`src/rtl/sobel_sched_pkg.sv`:
```
// Shared types and default widths for the sobel_filter job scheduler.
package sobel_sched_pkg;

  localparam int DEF_IDX_W  = 32;
  localparam int DEF_DATA_W = 32;

  typedef enum logic [1:0] {
    IDLE  = 2'd0,
    ISSUE = 2'd1,
    DRAIN = 2'd2,
    DONE  = 2'd3
  } sched_state_t;

endpackage

```
`src/rtl/sobel_sched_fifo.sv`:
```
// Synchronous result FIFO (non fall-through).
// The read data is forced to zero while the FIFO is empty.
module sobel_sched_fifo #(
  parameter int W     = 33,
  parameter int DEPTH = 8
) (
  input  logic                   i_clk,
  input  logic                   i_rst,
  input  logic                   i_push,
  input  logic [W-1:0]           i_wdata,
  input  logic                   i_pop,
  output logic [W-1:0]           o_rdata,
  output logic                   o_full,
  output logic                   o_empty,
  output logic [$clog2(DEPTH):0] o_count
);

  localparam int AW = $clog2(DEPTH);
  localparam int CW = AW + 1;

  logic [W-1:0]  r_mem [DEPTH];
  logic [AW-1:0] r_wr;
  logic [AW-1:0] r_rd;
  logic [CW-1:0] r_count;
  logic          w_do_push;
  logic          w_do_pop;

  assign o_full    = (r_count == CW'(DEPTH));
  assign o_empty   = (r_count == '0);
  assign o_count   = r_count;
  assign w_do_pop  = i_pop & ~o_empty;
  assign w_do_push = i_push & (~o_full | w_do_pop);
  assign o_rdata   = o_empty ? '0 : r_mem[r_rd];

  always_ff @(posedge i_clk) begin
    if (w_do_push) r_mem[r_wr] <= i_wdata;
  end

  always_ff @(posedge i_clk) begin
    if (i_rst) begin
      r_wr    <= '0;
      r_rd    <= '0;
      r_count <= '0;
    end else begin
      if (w_do_push) r_wr <= r_wr + AW'(1);
      if (w_do_pop)  r_rd <= r_rd + AW'(1);
      r_count <= r_count + CW'(w_do_push) - CW'(w_do_pop);
    end
  end

endmodule

```
`src/rtl/sobel_sched.sv`:
```
// Issues one sobel_filter call per index of a (base, count) job and streams the
// in-order results out, with credit-based flow control so returns never stall.
module sobel_sched
  import sobel_sched_pkg::*;
#(
  parameter int IDX_W        = DEF_IDX_W,
  parameter int DATA_W       = DEF_DATA_W,
  parameter int MAX_INFLIGHT = 8,
  parameter int FIFO_DEPTH   = 8
) (
  input  logic              clock,
  input  logic              reset,
  input  logic              cfg_start,
  input  logic [IDX_W-1:0]  cfg_base,
  input  logic [IDX_W-1:0]  cfg_count,
  output logic              cfg_busy,
  output logic              job_done,
  output logic              err_unexpected,
  output logic              comp_start,
  input  logic              comp_busy,
  output logic [IDX_W-1:0]  comp_idx,
  input  logic              comp_done,
  output logic              comp_stall,
  input  logic [DATA_W-1:0] comp_returndata,
  output logic              res_valid,
  input  logic              res_ready,
  output logic [DATA_W-1:0] res_data,
  output logic              res_last
);

  localparam int IFW = $clog2(MAX_INFLIGHT) + 1;
  localparam int FCW = $clog2(FIFO_DEPTH) + 1;
  localparam int SW  = ((IFW > FCW) ? IFW : FCW) + 1;

  sched_state_t     r_state;
  sched_state_t     w_state_nxt;
  logic [IDX_W-1:0] r_idx;
  logic [IDX_W-1:0] r_issue_cnt;
  logic [IDX_W-1:0] r_ret_cnt;
  logic [IFW-1:0]   r_inflight;
  logic             r_err;
  logic             w_full;
  logic             w_empty;
  logic [FCW-1:0]   w_fcount;
  logic [DATA_W:0]  w_rd;
  logic             w_credit;
  logic             w_accept;
  logic             w_ret;
  logic             w_pop;
  logic             w_last_push;
  logic             w_launch;

  // Every issued call reserves a FIFO slot, so a return always has room.
  assign w_credit    = (r_inflight < IFW'(MAX_INFLIGHT)) &&
                       ((SW'(r_inflight) + SW'(w_fcount)) < SW'(FIFO_DEPTH));
  assign comp_start  = (r_state == ISSUE) && w_credit;
  assign w_accept    = comp_start & ~comp_busy;
  // Stall only matters while a return can still arrive.
  assign comp_stall  = w_full & (r_inflight != '0);
  assign w_ret       = comp_done & ~comp_stall & (r_inflight != '0);
  assign w_last_push = (r_ret_cnt == IDX_W'(1));
  assign w_pop       = res_valid & res_ready;
  assign w_launch    = (r_state == IDLE) & cfg_start;

  assign comp_idx       = r_idx;
  assign cfg_busy       = (r_state != IDLE);
  assign job_done       = (r_state == DONE);
  assign err_unexpected = r_err;
  assign res_valid      = ~w_empty;
  assign res_data       = w_rd[DATA_W-1:0];
  assign res_last       = w_rd[DATA_W];

  always_ff @(posedge clock) begin
    if (reset) r_state <= IDLE;
    else       r_state <= w_state_nxt;
  end

  always_comb begin
    w_state_nxt = r_state;
    case (r_state)
      IDLE:    if (cfg_start) w_state_nxt = (cfg_count != '0) ? ISSUE : DONE;
      ISSUE:   if (w_accept && (r_issue_cnt == IDX_W'(1))) w_state_nxt = DRAIN;
      DRAIN:   if (w_pop && res_last) w_state_nxt = DONE;
      DONE:    w_state_nxt = IDLE;
      default: w_state_nxt = IDLE;
    endcase
  end

  always_ff @(posedge clock) begin
    if (reset) begin
      r_idx       <= '0;
      r_issue_cnt <= '0;
      r_ret_cnt   <= '0;
      r_inflight  <= '0;
      r_err       <= 1'b0;
    end else begin
      if (w_launch) begin
        r_idx       <= cfg_base;
        r_issue_cnt <= cfg_count;
        r_ret_cnt   <= cfg_count;
      end else begin
        if (w_accept) begin
          r_idx       <= r_idx + IDX_W'(1);
          r_issue_cnt <= r_issue_cnt - IDX_W'(1);
        end
        if (w_ret) r_ret_cnt <= r_ret_cnt - IDX_W'(1);
      end
      r_inflight <= r_inflight + IFW'(w_accept) - IFW'(w_ret);
      if (comp_done && (r_inflight == '0)) r_err <= 1'b1;
    end
  end

  sobel_sched_fifo #(
    .W     (DATA_W + 1),
    .DEPTH (FIFO_DEPTH)
  ) u_fifo (
    .i_clk   (clock),
    .i_rst   (reset),
    .i_push  (w_ret),
    .i_wdata ({w_last_push, comp_returndata}),
    .i_pop   (w_pop),
    .o_rdata (w_rd),
    .o_full  (w_full),
    .o_empty (w_empty),
    .o_count (w_fcount)
  );

endmodule

```
`config.mk`:
```
export PLATFORM = sky130hd
export DESIGN_NAME = sobel_sched
export DESIGN_NICKNAME = d
export VERILOG_FILES = /design/src/rtl/sobel_sched_pkg.sv /design/src/rtl/sobel_sched_fifo.sv /design/src/rtl/sobel_sched.sv
export SDC_FILE = /design/constraint.sdc
export NUM_CORES = 1
export LEC_CHECK = 0
export ABC_AREA = 1
export BUFFER_PORTS_ARGS = -buffer_cell sky130_fd_sc_hd__buf_2
export CAP_MARGIN = 20
export CORE_MARGIN = 4
export CORE_UTILIZATION = 30
export CTS_CLUSTER_DIAMETER = 120
export CTS_CLUSTER_SIZE = 8
export DETAILED_ROUTE_END_ITERATION = 12
export PLACE_DENSITY = 0.57
export SYNTH_ARGS = -nofsm -noshare
export SYNTH_HDL_FRONTEND = slang
export SYNTH_SLANG_ARGS = --single-unit
export TNS_END_PERCENT = 100
```
`constraint.sdc`:
```
create_clock -name clock -period 3 [get_ports clock]
set_clock_uncertainty 0.1 [all_clocks]
set_input_delay 0.6 -clock clock [delete_from_list [all_inputs] [get_ports clock]]
set_output_delay 0.6 -clock clock [all_outputs]
set_load 0.02 [all_outputs]
```
==> results.yml <==
floorplan:
  initial_core_util_pct: 30.42
  die_y_um: 253.1
  io_pins: 173
  rows: 89
  die-area_mm2: 0.06405
  core_mm2: 0.05924
  die_w_um: 253.1
setup_path:
  worstPathRequired_ns: 2.30
  end_kind: "primary output"
  start_kind: "register"
  ff2ff_path_depth: 10
  crit_start: "u_fifo.o_count[2]"
  r2r-start: "r_inflight[3]"
  rr_endpoint: "r_inflight[2]"
  crit_type: "register to primary output"
  reg2reg_setup_slack_ns: 0.43
  crit_fanout: 5
  cp.arrival_ns: 2.17
route:
  dr.pass1.iters: 6
  via_per_inst: 4.952
  drt_iter0_markers: 1144
  drt_wl_total_um: 53010
  num_vias: 14730
  post_drt_wl_per_cell_um: 17.82
  ant_nets: 0
  drc_errors: 0
timing:
  fin_crit_ns: 2.871
  tightestPinTransition_ns: 0.9380
  max_freq_mhz: 348.3
  relSlewSlack_pct: 37.47
  hold_viol_final: 0
  timing_max_transition_violations_final: 0
  setup_viol: 0
  setup_tns_ns: 0
  timing.final.crit_share_pct: 95.70
grt:
  grt_pass1_wl_um: 81190
  grtUsageMet2_pct: 26.62
  top_usage_layer: "met2"
  use_met1_pct: 21.17
  globalRouteMet3Util_pct: 2.968
  grt_usage_pct: 15.97
  grt_antenna_before_repair: 1
  grt_overflow: 0
  grt_max_degree: 79
  grt_pass1_vias: 14480
layout:
  syn_to_final_growth_pct: 20.06
  final_cell_mix: "nor2_1 (413), nand2_1 (309), edfxtp_1 (264), o21ai_0 (214), buf_2 (169)"
  fin_nets: 2321
  fin_cells: 2975
  postLayoutCoreUtil_pct: 36.52
  final_common_cell: "nor2_1"
  drive_above_1_share_pct: 14.73
  finalInstanceArea_mm2: 0.02163
synth:
  syn_area_per_cell_um2: 8.960
  synth_nets: 2141
  ys_async_sr_fraction_pct: 0
  ys_seq_area_share_pct: 56.88
  syn_inst: 2011
  synth_flop_cell: "edfxtp_1"
  synth_edf_count: 264
  syn-cell-area_mm2: 0.01802
  synth_warnings: 0
  ys_seq_elements: 380
  ys_types: 47
cts:
  hold_buffers: 0
  cts_buffer_depth: 3
  htree_num_levels: 2
  clock_latency_ns: 0.59
  cts_tree: "yes"
  path_clk_slew_ns: 0.05
  numClockSinks: 380
  clock-root-buffer: "clkbuf_16"
  cts_buffers: 53
  cts_setup_buffers: 0
placement:
  dp_hpwl_um: 34130
  portBuffers: 172
  dpl.cell_count: 2903
  gp_congestion: 0.9117
  place_area_mm2: 0.01995
run:
  drv_cap: 0
hold_path:
  min_path_type: "input port to register"
  min_from: "comp_returndata[17]"
  hold_depth: 1
  holdPathEnd: "u_fifo.r_mem[0][17]"
power:
  irDropWorstVdd_mv: 0.4353
  leakage_nw: 8.211
  p_total_mw: 20.28
  p_per_area_mw_per_mm2: 937.3
status:
  status: "complete, no violations"
## logic make-up after synthesis
kind of cell,after synthesis,synth area share (%)
and+or+nand+nor,885,20.30
DFF,380,56.88
buffers and inverters,259,5.819
adders and majority gates,28,2.028
AOI/OAI and AO/OA,407,12.44
xor gates and xnor gates,52,2.528
## worst max-delay path, cell delays in order (launching register included)
cell and delay [ns]:
dfxtp_1 0.34, inv_1 0.08, ha_2 0.21, nand3_4 0.21, buf_12 0.16, o21ai_0 0.10, a31oi_2 0.27, buf_4 0.20
## power by group
group | internal [mW] | switching [mW]
Clock | 3.18 | 2.19
Combinational | 2.68 | 5.24
Sequential | 6.38 | 0.605
## layout make-up
class                      instances  area [um^2]
fill                            5996        37610
sequential                       380        10260
multi-input combinational       1372         6817
timing repair buffer             215         1519
clock buffer                      61         1378
tap                              773        967.2
inverter                         169        649.4
clock inverter                     3        41.29
antenna                            2        5.005
## cell usage after synthesis (all sizes together), types with 2 or more instances
cell type    n  area share, %
a211oi       3           0.15
a21o         2          0.083
a21oi       78            2.2
a221oi       3           0.25
a31oi       57            2.0
buf         40            1.3
clkbuf      50            1.0
dfxtp      116             13
edfxtp     264             44
fa           2           0.22
ha          26            1.8
inv        168            3.5
nand2      313            6.6
nand3       80            2.3
nand3b       9           0.44
nand4       18           0.62
nor2       433            9.3
nor3        22           0.70
nor4         4           0.14
o211ai       5           0.21
o21ai      218            6.1
o221ai       6           0.29
o22ai       33            1.1
or2          4           0.15
xnor2        6           0.29
xor2        46            2.2
## registers in the layout, summed over array words and instances, names as in the netlist, named ones only
name and cells:
u_fifo.o_count 4, r_ret_cnt 32, u_fifo.r_rd 3, r_issue_cnt 32, comp_idx 32, r_inflight 4
err_unexpected 1, u_fifo.r_mem 264, r_state 2, u_fifo.r_wr 3
## worst max path at each step
stage and endpoint:
6_report res_data[25], 5_1_grt res_data[3], 4_1_cts res_data[1], 3_5_place_dp r_inflight[2]
3_3_place_gp r_inflight[2], 2_1_floorplan u_fifo.r_mem[0][0]
## metal layers
metal / up-vias / share of wire [%] / wire length [um]
li1: 7159 / - / -
met5: - / 0 / 0
met1: 6987 / 44 / 23290
met4: 0 / 2.4 / 1297
met3: 100 / 6.7 / 3561
met2: 485 / 47 / 24860
## stage by stage
| stage | hold WS [ns] | worst slack (ns) |
|---|---|---|
| detailed placement | 0.3434 | 0.4153 |
| floorplan | 0.3334 | -0.02606 |
| global route | 0.1771 | -0.008880 |
| global placement | 0.3381 | 0.4001 |
| CTS | 0.1543 | -0.03293 |
| finish | 0.1908 | 0.1291 |
## timing repair
| item | in CTS | in global routing |
|---|---|---|
| endpoints found under the hold margin | 0 | 0 |
| resized for setup | 6 | 19 |
| setup endpoints to repair | 22 | 26 |
| cloned | 2 | 4 |
Power figures use the tool's default switching activity.
